<file path="config.mk">
export PLATFORM = sky130hd
export DESIGN_NAME = ibis_tmds_encoder_flat
export DESIGN_NICKNAME = d
export VERILOG_FILES = /design/src/rtl/ibis_tmds_encoder_if.sv /design/src/rtl/ibis_tmds_encoder.sv /design/src/flat_wrapper.sv
export SDC_FILE = /design/constraint.sdc
export NUM_CORES = 1
export LEC_CHECK = 0
export CAP_MARGIN = 20
export CELL_PAD_IN_SITES_DETAIL_PLACEMENT = 1
export CELL_PAD_IN_SITES_GLOBAL_PLACEMENT = 1
export CORE_MARGIN = 8
export CORE_UTILIZATION = 48
export CTS_CLUSTER_DIAMETER = 80
export DETAILED_ROUTE_END_ITERATION = 7
export HOLD_SLACK_MARGIN = 0.03
export PLACE_DENSITY = 0.85
export SLEW_MARGIN = 15
export SYNTH_ARGS = -nofsm -noshare
export SYNTH_HDL_FRONTEND = slang
export SYNTH_SLANG_ARGS = --single-unit
</file>
<file path="constraint.sdc">
create_clock -name aclk -period 18.4 [get_ports aclk]
set_input_delay 3.68 -clock aclk [delete_from_list [all_inputs] [get_ports aclk]]
set_output_delay 3.68 -clock aclk [all_outputs]
set_load 0.02 [all_outputs]
</file>
<file path="src/rtl/ibis_tmds_encoder_if.sv">
// Symbol-level bus between a TMDS source and ibis_tmds_encoder: one input symbol and its mode in, one 10-bit word out.
// The master drives the symbol and the encoder (slave) returns the encoded word with a one-cycle valid pulse.
interface ibis_tmds_encoder_if;
    logic       in_valid;
    logic [1:0] in_mode;
    logic [7:0] in_data;
    logic [1:0] in_ctrl;
    logic [3:0] in_terc4;
    logic [9:0] out_parallel;
    logic       out_valid;

    modport master (
        output in_valid, in_mode, in_data, in_ctrl, in_terc4,
        input  out_parallel, out_valid
    );

    modport slave (
        input  in_valid, in_mode, in_data, in_ctrl, in_terc4,
        output out_parallel, out_valid
    );
endinterface

</file>
<file path="src/rtl/ibis_tmds_encoder.sv">
// TMDS 8b/10b encoder: DVI video, control codes, and HDMI TERC4 only when IBIS_TMDS_TERC4_EN is defined.
// Latency 2 enabled cycles (q_m stage, disparity stage); no backpressure, enable=0 freezes the whole pipeline.
module ibis_tmds_encoder (
    input  logic               aclk,
    input  logic               areset,
    input  logic               enable,
    ibis_tmds_encoder_if.slave bus
);

    typedef enum logic [1:0] {
        SYM_VIDEO = 2'd0,
        SYM_CTRL  = 2'd1,
        SYM_TERC4 = 2'd2
    } sym_kind_t;

    localparam logic [9:0] CTRL_00 = 10'b1101010100;
    localparam logic [9:0] CTRL_01 = 10'b0010101011;
    localparam logic [9:0] CTRL_10 = 10'b0101010100;
    localparam logic [9:0] CTRL_11 = 10'b1010101011;

    function automatic logic [9:0] ctrl_code(input logic [1:0] c);
        logic [9:0] code;
        case (c)
            2'b00:   code = CTRL_00;
            2'b01:   code = CTRL_01;
            2'b10:   code = CTRL_10;
            default: code = CTRL_11;
        endcase
        return code;
    endfunction

`ifdef IBIS_TMDS_TERC4_EN
    function automatic logic [9:0] terc4_code(input logic [3:0] t);
        logic [9:0] code;
        case (t)
            4'h0:    code = 10'b1010011100;
            4'h1:    code = 10'b1001100011;
            4'h2:    code = 10'b1011100100;
            4'h3:    code = 10'b1011100010;
            4'h4:    code = 10'b0101110001;
            4'h5:    code = 10'b0100011110;
            4'h6:    code = 10'b0110001110;
            4'h7:    code = 10'b0100111100;
            4'h8:    code = 10'b1011001100;
            4'h9:    code = 10'b0100111001;
            4'hA:    code = 10'b0110011100;
            4'hB:    code = 10'b1011000110;
            4'hC:    code = 10'b1010001110;
            4'hD:    code = 10'b1001110001;
            4'hE:    code = 10'b0101100011;
            default: code = 10'b1011000011;
        endcase
        return code;
    endfunction
`endif

    // ---------------- stage 1: transition minimisation ----------------
    logic [3:0] din_ones;
    logic       use_xnor;
    logic [8:0] qm_d;
    logic [3:0] qm_ones_d;
    sym_kind_t  kind_d;

    always_comb begin
        din_ones = '0;
        for (int i = 0; i < 8; i++) begin
            din_ones = din_ones + {3'b000, bus.in_data[i]};
        end
        use_xnor = (din_ones > 4'd4) || ((din_ones == 4'd4) && !bus.in_data[0]);

        qm_d    = '0;
        qm_d[0] = bus.in_data[0];
        for (int i = 1; i < 8; i++) begin
            qm_d[i] = use_xnor ? ~(qm_d[i-1] ^ bus.in_data[i]) : (qm_d[i-1] ^ bus.in_data[i]);
        end
        qm_d[8] = ~use_xnor;

        qm_ones_d = '0;
        for (int i = 0; i < 8; i++) begin
            qm_ones_d = qm_ones_d + {3'b000, qm_d[i]};
        end
    end

    // Reserved mode 11 (and 10 when TERC4 is compiled out) falls back to control.
    always_comb begin
        kind_d = SYM_CTRL;
        if (bus.in_mode == 2'b00) begin
            kind_d = SYM_VIDEO;
        end
`ifdef IBIS_TMDS_TERC4_EN
        else if (bus.in_mode == 2'b10) begin
            kind_d = SYM_TERC4;
        end
`endif
    end

    logic       s1_vld_q;
    sym_kind_t  kind_q;
    logic [8:0] qm_q;
    logic [3:0] n1_q;
    logic [3:0] n0_q;
    logic [1:0] ctrl_q;

    always_ff @(posedge aclk) begin
        if (areset) begin
            s1_vld_q <= 1'b0;
            kind_q   <= SYM_CTRL;
            qm_q     <= '0;
            n1_q     <= '0;
            n0_q     <= '0;
            ctrl_q   <= '0;
        end else if (enable) begin
            s1_vld_q <= bus.in_valid;
            if (bus.in_valid) begin
                kind_q <= kind_d;
                qm_q   <= qm_d;
                n1_q   <= qm_ones_d;
                n0_q   <= 4'd8 - qm_ones_d;
                ctrl_q <= bus.in_ctrl;
            end
        end
    end

`ifdef IBIS_TMDS_TERC4_EN
    logic [3:0] terc4_q;

    always_ff @(posedge aclk) begin
        if (areset) begin
            terc4_q <= '0;
        end else if (enable && bus.in_valid) begin
            terc4_q <= bus.in_terc4;
        end
    end
`else
    logic unused_terc4;
    assign unused_terc4 = ^bus.in_terc4;
`endif

    // ---------------- stage 2: DC balance ----------------
    logic [9:0]        out_q;
    logic [9:0]        out_d;
    logic              out_vld_q;
    logic signed [4:0] cnt_q;
    logic signed [4:0] cnt_d;
    logic signed [4:0] n1_s;
    logic signed [4:0] n0_s;

    // cnt stays within +/-10, so 5-bit two's complement arithmetic never wraps.
    always_comb begin
        out_d = out_q;
        cnt_d = cnt_q;
        n1_s  = $signed({1'b0, n1_q});
        n0_s  = $signed({1'b0, n0_q});
        case (kind_q)
            SYM_VIDEO: begin
                if ((cnt_q == 5'sd0) || (n1_q == n0_q)) begin
                    out_d = {~qm_q[8], qm_q[8], qm_q[8] ? qm_q[7:0] : ~qm_q[7:0]};
                    cnt_d = qm_q[8] ? (cnt_q + n1_s - n0_s) : (cnt_q + n0_s - n1_s);
                end else if ((!cnt_q[4] && (n1_q > n0_q)) || (cnt_q[4] && (n0_q > n1_q))) begin
                    out_d = {1'b1, qm_q[8], ~qm_q[7:0]};
                    cnt_d = cnt_q + (qm_q[8] ? 5'sd2 : 5'sd0) + n0_s - n1_s;
                end else begin
                    out_d = {1'b0, qm_q[8], qm_q[7:0]};
                    cnt_d = cnt_q - (qm_q[8] ? 5'sd0 : 5'sd2) + n1_s - n0_s;
                end
            end
`ifdef IBIS_TMDS_TERC4_EN
            SYM_TERC4: begin
                out_d = terc4_code(terc4_q);
                cnt_d = '0;
            end
`endif
            default: begin
                out_d = ctrl_code(ctrl_q);
                cnt_d = '0;
            end
        endcase
    end

    always_ff @(posedge aclk) begin
        if (areset) begin
            out_q     <= CTRL_00;
            out_vld_q <= 1'b0;
            cnt_q     <= '0;
        end else if (enable) begin
            out_vld_q <= s1_vld_q;
            if (s1_vld_q) begin
                out_q <= out_d;
                cnt_q <= cnt_d;
            end
        end else begin
            out_vld_q <= 1'b0;
        end
    end

    assign bus.out_parallel = out_q;
    assign bus.out_valid    = out_vld_q;

endmodule

</file>
<file path="src/flat_wrapper.sv">
// flat-port wrapper written by rule: the top's interface ports become plain ports
module ibis_tmds_encoder_flat 
  (aclk, areset, enable, bus_in_valid, bus_in_mode, bus_in_data, bus_in_ctrl, bus_in_terc4, bus_out_parallel, bus_out_valid);
  ibis_tmds_encoder_if bus_i ();
  input  logic aclk;
  input  logic areset;
  input  logic enable;
  input wire logic [$bits(bus_i.in_valid)-1:0] bus_in_valid;
  input wire logic [$bits(bus_i.in_mode)-1:0] bus_in_mode;
  input wire logic [$bits(bus_i.in_data)-1:0] bus_in_data;
  input wire logic [$bits(bus_i.in_ctrl)-1:0] bus_in_ctrl;
  input wire logic [$bits(bus_i.in_terc4)-1:0] bus_in_terc4;
  output wire logic [$bits(bus_i.out_parallel)-1:0] bus_out_parallel;
  output wire logic [$bits(bus_i.out_valid)-1:0] bus_out_valid;
  assign bus_i.in_valid = bus_in_valid;
  assign bus_i.in_mode = bus_in_mode;
  assign bus_i.in_data = bus_in_data;
  assign bus_i.in_ctrl = bus_in_ctrl;
  assign bus_i.in_terc4 = bus_in_terc4;
  assign bus_out_parallel = bus_i.out_parallel;
  assign bus_out_valid = bus_i.out_valid;
  ibis_tmds_encoder u_core (.aclk(aclk), .areset(areset), .enable(enable), .bus(bus_i));
endmodule
</file>
==> metrics.md <==
| Metric | Value |
|---|---|
| Crit. End Element | `flip-flop` |
| Vias in the first global route | `2639` |
| Footprint of the multi-input gates | `2080 um2` |
| Max Root-Sink Buffers | `2` |
| Clk_skew | `6.52 ps` |
| Starting DRC count in detailed routing | `76` |
| Fillcell total | `751` |
| Hold_sp | `u_core.s1_vld_q` |
| Worst relative slew slack | `49.2%` |
| # DRC | `0` |
| Layout cells sized above 1 | `6.59%` |
| Final setup fails | `0` |
| Reg2reg path depth | `11` |
| DRT Pass-1 Iters | `4` |
| Register area | `721 um2` |
| Number of synthesized flops with an enable pin | `0` |
| Synth-to-layout area growth | `13.3%` |
| Nets@finish | `436` |
| Chip height | `95.5 um` |
| DR top layer | `met4` |
| Worst Hold End | `u_core.s1_vld_q` |
| Setup TNS | `0 ps` |
| Die area | `9120 um2` |
| Initial antenna violation count | `0` |
| First-pass GRT wire length | `12400 um` |
| Metal3 WL | `182 um` |
| Cells after DPL | `433` |
| Seq cells post-synth | `36` |
| Synth warn | `0` |
| PostCTS Resize Cnt | `0` |
| Final RePlAce weighted congestion | `0.838` |
| CTS tree | `done` |
| Number of buffers added for setup after CTS | `0` |
| Top_reg_cell synth | `dfxtp_1` |
| Async S/R FF share, synth | `0%` |
| Initial Util | `48.6%` |
| H-tree Lvls | `2` |
| Final HPWL DP | `5860 um` |
| Vias | `2383` |
| Fmax | `101 MHz` |
| Global route total overflow | `0` |
| Run status | `completed` |
| Worst hold path class | `reg2reg` |
| WL met2 | `3720 um` |
| Crit start category | `input pin` |
| Core area | `6240 um2` |
| CP required | `18630 ps` |
| CTS Buf Count | `5` |
| Die W | `95.5 um` |
| Netlist cell types | `47` |
| Drt total wl | `7320 um` |
| Fin crit share | `53.7%` |
| Sequential fraction of the synthesis area | `23.8%` |
| Mapped cell area | `3030 um2` |
| Hold buffer count at cts | `0` |
| RSZ-0062 raised after global routing | `false` |
| Synthesized instance count | `340` |
| Clock Latency Late Sink | `300 ps` |
| Crit-path max FO | `5` |
| Total power | `493 uW` |
| FF-to-FF End | `u_core.cnt_q[4]` |
| Vias per cell | `5.40` |
| Reg2Reg Setup Slack | `14690 ps` |
| Fin cells | `441` |
| ANT cells | `0` |
| Critical path arrival | `10110 ps` |
| Pwr dens | `144 nW/um2` |
| Post-Route M1 WL | `3310 um` |
| Max Cap Viol | `0` |
| WL/cell | `16.6 um` |
| Max-slew violation count | `0` |
| Hold path cells | `2` |
| Mean Syn Cell Area | `8.92 um2` |
| Number of I/O port buffers | `26` |
| DRT antenna net count | `0` |
| Syn nets | `413` |
| Worst-margin pin slew | `761 ps` |
| Endpoints failing hold | `0` |
| Worst r2r src | `u_core.qm_q[8]` |
| Max VDD drop | `96.8 uV` |
| Minimum clock period | `9880 ps` |
| Leak Pwr | `1.50 nW` |
| Row count | `29` |
| Register clock-pin slew on the reported worst setup and hold paths | `70 ps` |
| CTS sink cnt | `36` |
| # IOs | `31` |
| CP Class | `in2reg` |
| Pin count of the biggest net entering global routing | `34` |
| Tot GR Track Use | `17.3%` |
| Root Driver | `clkbuf_8` |
## registers in the layout (all words and copies together), names as in the netlist
register                 flops
u_core.bus.out_valid         1
u_core.qm_q                  9
u_core.cnt_q                 5
u_core.bus.out_parallel     10
u_core.kind_q                1
u_core.n1_q                  3
u_core.ctrl_q                2
u_core.s1_vld_q              1
u_core.n0_q                  4
## power by group
part | switching [mW] | internal, mW | leakage [nW] | total (mW)
registers | 0.0104 | 0.0848 | 0.293 | 0.0952
logic | 0.183 | 0.158 | 1.16 | 0.341
clock network | 0.0307 | 0.0264 | 0.0479 | 0.0571
## worst max-delay path: stages
cell and delay, ps:
clkdlybuf4s50_1 500, ha_1 360, inv_1 110, fa_1 430, fa_1 500, inv_1 50, fa_1 400, fa_1 440
nor3b_1 270, o22ai_2 200, xnor2_1 200, ha_1 310, inv_1 60, fa_1 530, inv_1 50, fa_1 460
fa_1 400, inv_1 80, fa_1 450, ha_1 240, xor2_1 150, nand2_1 70, a21oi_1 160
## per-layer routing
layer	GRT usage, %	vias to the layer above
met5	0	-
met4	5.63	0
met3	2.68	11
met2	30.4	35
met1	21.0	1177
li1	-	1160
## cells in the final DEF, fill, tap and decap left out, drive strengths merged, types with 4 or more instances in the layout
cell type      instances
ha                    30
dfxtp                 36
clkbuf                 5
inv                   48
xor2                  13
mux2                   4
a221oi                 5
o22ai                  8
o21ai                  8
nand2                 28
xnor2                 28
nor3                   6
clkdlybuf4s50         26
a21o                   5
nor2                  27
a21oi                 24
fa                    23
## per-stage QoR
step,area (um2),worst slack [ps],hold WS (ps),util [%]
final,3440,8520,487,55.1
after global routing,3440,8170,514,55.1
after CTS,3440,8440,488,55.1
after detailed placement,3350,8120,468,53.6
after global placement,3350,8360,453,53.6
after floorplan,3030,9150,446,-
## cell usage after synthesis, drive strengths merged (2+ instances only)
library cell / instances / area [um2]
fa: 23 / 460
nand3: 3 / 15.0
inv: 48 / 180
mux2: 4 / 48.8
a21o: 5 / 37.5
xnor2: 28 / 253
a31oi: 3 / 25.0
nor3: 6 / 30.0
o22ai: 8 / 62.6
buf: 4 / 22.5
a211oi: 3 / 22.5
nand2b: 3 / 18.8
o211ai: 3 / 22.5
nand2: 28 / 105
and3: 2 / 13.8
a221oi: 5 / 43.8
ha: 30 / 375
a21oi: 24 / 120
xor2: 13 / 114
and2: 3 / 21.3
clkbuf: 7 / 26.3
nor2: 27 / 109
o21a: 2 / 22.5
dfxtp: 36 / 721
o21ai: 8 / 43.8
mux2i: 3 / 30.0
## worst max-delay path by stage
stage	from	end	slack [ps]	cells past startpoint
CTS	bus_in_data[0]	u_core.n0_q[2]	8440	23
detailed placement	bus_in_data[0]	u_core.n0_q[2]	8120	23
finish	bus_in_data[0]	u_core.n0_q[2]	8520	23
floorplan	bus_in_data[0]	u_core.n0_q[2]	9150	22
global placement	bus_in_data[0]	u_core.n0_q[2]	8360	23
global route	bus_in_data[0]	u_core.n0_q[2]	8170	23
## cells by family (layout without fill, tap and decap cells)
family / count (synthesis) / in the layout / synth area share, %
adders and majority gates: 53 / 53 / 27.6
and+or+nand+nor: 77 / 77 / 11.6
AOI/OAI and AO/OA: 67 / 67 / 14.9
DFF: 36 / 36 / 23.8
muxes: 7 / 7 / 2.60
buffers and inverters: 59 / 83 / 7.55
xor gates and xnor gates: 41 / 41 / 12.1
## layout make-up
cell class / instances / area share (%)
clock inverter: 3 / 0.546
inverter: 48 / 5.24
sequential: 36 / 21.0
multi-input combinational: 245 / 60.6
tap: 77 / 2.80
clock buffer: 5 / 2.00
timing repair buffer: 27 / 7.79
Note: power is estimated with default switching activity, not from simulation.
